`config.mk`:
```
export PLATFORM = sky130hd
export DESIGN_NAME = pc_fetch_unit
export DESIGN_NICKNAME = d
export VERILOG_FILES = /design/src/rtl/pc_fetch_unit_pkg.sv /design/src/rtl/pc_fetch_unit_hw_stack.sv /design/src/rtl/pc_fetch_unit.sv
export SDC_FILE = /design/constraint.sdc
export NUM_CORES = 1
export LEC_CHECK = 0
export BUFFER_PORTS_ARGS = -buffer_cell sky130_fd_sc_hd__buf_2
export CELL_PAD_IN_SITES_DETAIL_PLACEMENT = 0
export CELL_PAD_IN_SITES_GLOBAL_PLACEMENT = 1
export CORE_UTILIZATION = 36
export CTS_CLUSTER_SIZE = 8
export DETAILED_ROUTE_END_ITERATION = 8
export PLACE_DENSITY = 0.79
export SETUP_SLACK_MARGIN = 0.5
export SLEW_MARGIN = 5
export SYNTH_ARGS = -nofsm -noshare
export SYNTH_HDL_FRONTEND = slang
export SYNTH_HIERARCHICAL = 1
export SYNTH_SLANG_ARGS = --single-unit
```
`constraint.sdc`:
```
create_clock -name clk -period 1.7 [get_ports clk]
set_clock_uncertainty 0.2 [all_clocks]
set_input_delay 0.17 -clock clk [delete_from_list [all_inputs] [get_ports clk]]
set_output_delay 0.17 -clock clk [all_outputs]
set_load 0.05 [all_outputs]
```
`src/rtl/pc_fetch_unit_pkg.sv`:
```
// Shared encodings for the PIC16C5x fetch/PC stage.
// Fetch Q-states, execute states, stack commands, NOP/PCL constants.
package pc_fetch_unit_pkg;

  localparam int FE_STATE_BITS = 2;
  localparam int EX_STATE_BITS = 4;

  typedef enum logic [FE_STATE_BITS-1:0] {
    FE_Q1 = 2'd0,
    FE_Q2 = 2'd1,
    FE_Q3 = 2'd2,
    FE_Q4 = 2'd3
  } fe_state_e;

  typedef enum logic [EX_STATE_BITS-1:0] {
    EX_Q1       = 4'd0,
    EX_Q2       = 4'd1,
    EX_Q3       = 4'd2,
    EX_Q4       = 4'd3,
    EX_Q4_GOTO  = 4'd4,
    EX_Q4_CALL  = 4'd5,
    EX_Q4_RETLW = 4'd6,
    EX_Q4_FSZ   = 4'd7,
    EX_Q4_BTFSX = 4'd8
  } ex_state_e;

  typedef enum logic [1:0] {
    STK_NOP  = 2'd0,
    STK_PUSH = 2'd1,
    STK_POP  = 2'd2
  } stk_cmd_e;

  localparam logic [11:0] INST_NOP = 12'h000;
  localparam logic [4:0]  PCL_ADDR = 5'h02;

  // Page bits on top of a 9-bit in-page address.
  function automatic logic [10:0] page_addr(
    input logic [1:0] pg,
    input logic [8:0] lo
  );
    return {pg, lo};
  endfunction

endpackage

```
`src/rtl/pc_fetch_unit_hw_stack.sv`:
```
// Two-level return stack: push shifts down, pop duplicates stk1.
// Ports: clk, rst_n, i_push, i_pop, i_data, o_top (+diag flags under PC_STACK_DIAG_EN).
module hw_stack #(
  parameter int PC_WIDTH = 11
) (
  input  logic                clk,
  input  logic                rst_n,
  input  logic                i_push,
  input  logic                i_pop,
  input  logic [PC_WIDTH-1:0] i_data,
  output logic [PC_WIDTH-1:0] o_top
`ifdef PC_STACK_DIAG_EN
  ,
  output logic                o_overflow,
  output logic                o_underflow
`endif
);

  logic [PC_WIDTH-1:0] r_stk0;
  logic [PC_WIDTH-1:0] r_stk1;

  assign o_top = r_stk0;

  always_ff @(posedge clk or negedge rst_n) begin
    if (!rst_n) begin
      r_stk0 <= '0;
      r_stk1 <= '0;
    end else if (i_push) begin
      r_stk1 <= r_stk0;
      r_stk0 <= i_data;
    end else if (i_pop) begin
      r_stk0 <= r_stk1;
    end
  end

`ifdef PC_STACK_DIAG_EN
  // Depth saturates at 0..2; the flags are sticky until reset.
  logic [1:0] r_depth;

  always_ff @(posedge clk or negedge rst_n) begin
    if (!rst_n) begin
      r_depth     <= 2'd0;
      o_overflow  <= 1'b0;
      o_underflow <= 1'b0;
    end else if (i_push) begin
      if (r_depth == 2'd2) o_overflow <= 1'b1;
      else                 r_depth    <= r_depth + 2'd1;
    end else if (i_pop) begin
      if (r_depth == 2'd0) o_underflow <= 1'b1;
      else                 r_depth     <= r_depth - 2'd1;
    end
  end
`endif

endmodule

```
`src/rtl/pc_fetch_unit.sv`:
```
// PIC16C5x fetch stage: PC, 2-level stack and IR; redirects on FE_Q4.
// Optional PC_STACK_DIAG_EN adds stkOverflow/stkUnderflow outputs.
module pc_fetch_unit
  import pc_fetch_unit_pkg::*;
#(
  parameter int PC_WIDTH   = 11,
  parameter int INST_WIDTH = 12
) (
  input  logic                     clk,
  input  logic                     rst_n,
  input  logic [FE_STATE_BITS-1:0] fetchState,
  input  logic [EX_STATE_BITS-1:0] executeState,
  input  logic [1:0]               stackCommand,
  input  logic                     skipCond,
  input  logic [1:0]               pageSel,
  input  logic                     pclWe,
  input  logic [7:0]               pclData,
  input  logic [INST_WIDTH-1:0]    romData,
  output logic [PC_WIDTH-1:0]      romAddr,
  output logic [INST_WIDTH-1:0]    instOut,
  output logic [PC_WIDTH-1:0]      pcOut
`ifdef PC_STACK_DIAG_EN
  ,
  output logic                     stkOverflow,
  output logic                     stkUnderflow
`endif
);

  logic [PC_WIDTH-1:0]   r_pc;
  logic [INST_WIDTH-1:0] r_ir;

  logic                w_q4;
  logic                w_push;
  logic                w_pop;
  logic                w_skip;
  logic                w_redirect;
  logic [PC_WIDTH-1:0] w_pc_inc;
  logic [PC_WIDTH-1:0] w_pc_nxt;
  logic [PC_WIDTH-1:0] w_stk0;
  logic [10:0]         w_goto;
  logic [10:0]         w_call;
  logic [10:0]         w_pcl;

  assign w_q4     = (fetchState == FE_Q4);
  assign w_push   = w_q4 && (stackCommand == STK_PUSH);
  assign w_pop    = w_q4 && (stackCommand == STK_POP);
  assign w_pc_inc = r_pc + 1'b1;
  assign w_skip   = skipCond &&
                    ((executeState == EX_Q4_FSZ) ||
                     (executeState == EX_Q4_BTFSX));

  // CALL and PCL writes force bit 8 low.
  assign w_goto = page_addr(pageSel, r_ir[8:0]);
  assign w_call = page_addr(pageSel, {1'b0, r_ir[7:0]});
  assign w_pcl  = page_addr(pageSel, {1'b0, pclData});

  always_comb begin
    w_redirect = 1'b1;
    w_pc_nxt   = w_pc_inc;
    if (executeState == EX_Q4_GOTO) begin
      w_pc_nxt = w_goto[PC_WIDTH-1:0];
    end else if (executeState == EX_Q4_CALL) begin
      w_pc_nxt = w_call[PC_WIDTH-1:0];
    end else if (executeState == EX_Q4_RETLW) begin
      w_pc_nxt = w_stk0;
    end else if (pclWe) begin
      w_pc_nxt = w_pcl[PC_WIDTH-1:0];
    end else if (!w_skip) begin
      w_redirect = 1'b0;
    end
  end

  // A redirect discards the word on romData by loading a NOP.
  always_ff @(posedge clk or negedge rst_n) begin
    if (!rst_n) begin
      r_pc <= '1;
      r_ir <= INST_WIDTH'(INST_NOP);
    end else if (w_q4) begin
      r_pc <= w_pc_nxt;
      r_ir <= w_redirect ? INST_WIDTH'(INST_NOP) : romData;
    end
  end

  hw_stack #(
    .PC_WIDTH (PC_WIDTH)
  ) u_stack (
    .clk         (clk),
    .rst_n       (rst_n),
    .i_push      (w_push),
    .i_pop       (w_pop),
    .i_data      (r_pc),
    .o_top       (w_stk0)
`ifdef PC_STACK_DIAG_EN
    ,
    .o_overflow  (stkOverflow),
    .o_underflow (stkUnderflow)
`endif
  );

  assign romAddr = r_pc;
  assign pcOut   = r_pc;
  assign instOut = r_ir;

endmodule

```
# Yosys cells after proc, flatten, opt, wreduce, memory -nomap -nowiden
# Cells that the tools add are included.
# Widths: inputs -> output; s select.
dict set report classes {
  muxes 12
  reduce_logical 5
  eq_ne 8
  addsub 1
}
# operator n
set ops {}
lappend ops {{$mux 11} 6}
lappend ops {{$eq 4x3->1 const B} 4}
lappend ops {{$mux 12} 1}
lappend ops {{$add 11x1->11 const B} 1}
lappend ops {{$mux 1} 5}
lappend ops {{$eq 2x2->1 const B} 2}
lappend ops {{$eq 4x4->1 const B} 1}
lappend ops {{$logic_and 1x1->1} 3}
lappend ops {{$eq 2x1->1 const B} 1}
lappend ops {{$reduce_bool 2->1} 1}
lappend ops {{$logic_or 1x1->1} 1}
dict set report word_totals {
  word_cells 30
  reg_bits 45
  output_inout_bits 34
  in_bits 34
}

# Logic depth before layout (Yosys ltp)
dict set report logic_depth {
  depth_word 9
  depth_mapped 8
  ltp_nobuf 5
}

# By module
# Netlist, hierarchy kept.
# mod seq_area_each_um2 area_per_inst_um2 instances cells_each
set by_module_without_submodules {}
lappend by_module_without_submodules {pc_fetch_unit 589.3 1621.6 1 206}
lappend by_module_without_submodules {hw_stack 550.5 963.4 1 71}

# Worst setup path after synthesis
# No wires, ideal clock.
dict set report synth_timing {
  path_type {register -> register}
  start {reg r_pc[0], in the netlist pcOut[0]}
  end {reg r_pc[10], in the netlist pcOut[10]}
  path_stages_with_launch 6
  path_buffers 0
  period_less_slack_ns 2.002
  setup_ns 0.087
  path_slack_ns -0.302
  arrival_time_ns 1.716
  required_time_ns 1.413
  cell_sequence {dfstp_2 ha_1 nand2_1 o31a_2 o31ai_1 a21oi_1}
}
dict set report synth_via {
  elab_chain_cells 5
}
# item line
set synth_lines {}
lappend synth_lines {{start, declared} pc_fetch_unit.sv:29} ;# logic [PC_WIDTH-1:0] r_pc;
lappend synth_lines {{start signal, assigned} pc_fetch_unit.sv:79} ;# r_pc <= w_pc_nxt;
lappend synth_lines {{$add 11x1->11} pc_fetch_unit.sv:47} ;# assign w_pc_inc = r_pc + 1'b1;
lappend synth_lines {{$mux 11} pc_fetch_unit.sv:66} ;# end else if (pclWe) begin
lappend synth_lines {{$mux 11} pc_fetch_unit.sv:64} ;# end else if (executeState == EX_Q4_RETLW) begin
lappend synth_lines {{$mux 11} pc_fetch_unit.sv:62} ;# end else if (executeState == EX_Q4_CALL) begin
lappend synth_lines {{$mux 11} pc_fetch_unit.sv:60} ;# if (executeState == EX_Q4_GOTO) begin
# No other way between the ends.
# A chain may end at the register's enable or synchronous reset.

# Final worst setup path
dict set report layout_timing {
  start {reg r_pc[1], in the netlist pcOut[1]}
  end {reg r_pc[6], in the netlist pcOut[6]}
}
# Same word-level chain as after synthesis.

==> summary.md <==
| Metric | Value |
|---|---|
| Peak supply drop | 0.700 mV |
| I/O pin cnt | 68 |
| Worst-Skew Late Latency | 0.30 ns |
| Gr usage total | 21.0% |
| Layout Utilization | 62.7% |
| Post-route cell area | 4310 sq um |
| Residual DRC count | 0 |
| Top cell type's share of synthesized area | 32.9% |
| Largest net degree at the start of global routing | 46 |
| Final nets | 432 |
| Fmax | 0.559 GHz |
| CTS tree | built |
| Ys flop type | dfrtp_1 |
| Row count | 30 |
| #FFs+latches synth | 45 |
| Die height | 86.7 um |
| Max Cap Viol | 0 |
| Count of final hold-check violations | 0 |
| Most frequent cells after synthesis | 49 x nand2_1, 42 x o21ai_0, 34 x dfrtp_1 |
| Synth area leader | dfrtp_1 |
| Die area | 7520 sq um |
| Worst hold path class | in -> reg |
| Post-layout min period | 1.79 ns |
| Post-route setup slack | -0.0902 ns |
| CTS H-tree lvls | 2 |
| Tcrit/Tclk final | 105% |
| Avg Cell Area, Syn | 9.33 sq um |
| Worst setup SP type | flip-flop |
| Fillcell total | 583 |
| Setup CP Type | reg -> reg |
| Layout cell share with drive strength beyond 1 | 50.3% |
| CP endpoint kind | flip-flop |
| Core area | 6870 sq um |
| Via density | 5.01 |
| Grt total ovfl | 0 |
| Cell Area, Synth | 2580 sq um |
| Antenna viol nets, final | 0 |
| P_leak | 1.91 nW |
| Initial Utilization | 37.6% |
| RSZ-0062 raised after global routing | yes |
| Most frequent cell after synthesis | nand2_1 |
| Ant diodes | 0 |
| Post-synth EDFFs | 0 |
| Syn Nets | 312 |
| Setup_tns | -0.352 ns |
| Total number of vias | 2473 |
| Worst Path Arrival | 1.82 ns |
| Root cell of the clock tree | clkbuf_8 |
| Initial antenna violation count | 0 |
| Initial DRT Pass Iterations | 4 |
| Slew @ Worst Pin | 0.387 ns |
| Number of buffers created by CTS | 5 |
| Rel. slew slack | 74.2% |
| First-pass GRT wire length | 12200 um |
| Violated checks | negative setup slack |
| Max Slew Vio Count | 0 |
| Final number of setup-violating endpoints | 11 |
| WL/cell | 16.0 um |
| Max clock buf depth | 2 |
| Synth warn | 6 |
| Top post-synthesis cells by area | dfrtp_1 33%, dfstp_2 11%, o21ai_0 8.1% |
| Async SR Flop Fraction | 100% |
| Pre-CTS setup slack | -0.149 ns |
| Layout Cells excl Fill | 494 |
| Register area share after synthesis | 44.1% |
| Synth cell types | 48 |
| RD Place Congestion | 0.837 |
| Worst EP required | 1.73 ns |
| Die Width | 86.7 um |
| Cell Area, Placed | 3220 sq um |
| P per Cell Area | 1110 nW/um^2 |
| Crit path max fanout | 4 |
| Port Buf Inserts | 67 |
| Routed wire length | 7900 um |
| Inst Count DP | 441 |
| Dpl hpwl | 4810 um |
| Vias in the first global route | 2418 |
| Starting DRT DRC Count | 96 |
| Outcome | finished with violations |
| Clock slew seen by the registers of the worst setup and hold paths | 0.10 ns |
| # clock sinks | 45 |
| Cells after Synth | 277 |
| Area Growth Syn to Fin | 66.7% |
[final timing paths]
| path | startpoint | endpoint | slack [ns] | cells past startpoint |
|---|---|---|---|---|
| max | pcOut[1] | pcOut[6] | -0.09 | 5 |
| min | pclData[4] | pcOut[4] | 0.006 | 5 |
| max reg2reg | pcOut[1] | pcOut[6] | -0.09 | 5 |
| min reg2reg | u_stack/r_stk1[10] | u_stack/r_stk1[10] | 0.32 | 1 |
| max in group asynchronous | rst_n | pcOut[6] | 0.84 | 3 |
| min in group asynchronous | rst_n | instOut[3] | 0.16 | 3 |
[per-layer routing]
metal / GRT usage (%) / up-vias / wire length [um]
met5: 0 / - / 0
met4: 3.94 / 0 / 31
met3: 2.95 / 2 / 225
li1: - / 1202 / -
met2: 33.9 / 53 / 3780
met1: 30.3 / 1216 / 3860
[metrics by stage]
stage	total power (W)	hold WS, ns
finish	0.00479	0.00553
global route	0.00500	0.0120
CTS	0.00459	0.00434
detailed placement	0.00312	-0.0251
global placement	0.00308	-0.0290
floorplan	0.00278	-0.326
[layout make-up]
type	instances	area (sq um)	share of cell area, %
Timing Repair Buffer	140	1380	32.1
Inverter	8	30.0	0.697
Tap cell	96	120	2.79
Sequential cell	45	1180	27.3
Clock buffer	5	68.8	1.60
Multi-Input combinational cell	197	1470	34.0
Clock inverter	3	65.1	1.51
[state kept, by name (all words and copies together) (netlist names)]
| signal | cells |
|---|---|
| pcOut | 11 |
| u_stack/o_top | 11 |
| instOut | 12 |
| u_stack/r_stk1 | 11 |
[layout by cell type (no fill, tap or decap), types with 3 or more instances in the layout]
cell type,count
o21ai_1,14
dlygate4sd3_1,13
mux2_4,11
buf_2,32
and3_1,3
nor2_1,9
mux2i_1,15
nand2b_1,3
buf_6,36
and2_0,3
buf_4,29
a21oi_1,14
nand2_2,10
inv_1,8
dfstp_4,10
buf_8,25
a31oi_1,3
nand2_1,37
dfrtp_1,34
clkbuf_8,5
o21ai_2,7
o21ai_0,21
buf_12,3
[power breakdown]
part / internal [W] / switching, W
combinational: 0.00108 / 0.00108
clock: 0.000585 / 0.000401
sequential: 0.00141 / 0.000235
total: 0.00307 / 0.00171
[worst max-delay path, stage by stage, from the launching register on]
cell,delay [ns]
dfstp_4,0.68
ha_4,0.16
and4_4,0.23
and4b_1,0.24
nor4_2,0.07
o21ai_1,0.14
[logic make-up (layout without fill, tap and decap cells)]
kind of cell | after synthesis | count (layout) | share of synthesized area (%)
muxes | 26 | 26 | 11.8
AOI/OAI and AO/OA | 74 | 74 | 16.1
and+or+nand+nor | 93 | 93 | 18.1
buffers and inverters | 35 | 156 | 8.42
xor gates and xnor gates | 3 | 3 | 1.02
adders and majority gates | 1 | 1 | 0.484
DFF | 45 | 45 | 44.1
[timing repair]
action	in CTS	in global routing
endpoints found under the hold margin	57	0
gates resized for setup	123	38
hold buffers	13	0
endpoints found under the setup margin	48	68
setup buffers	14	17
pin swaps	14	11
cloned	0	1
Note: power is estimated with default switching activity, not from simulation.
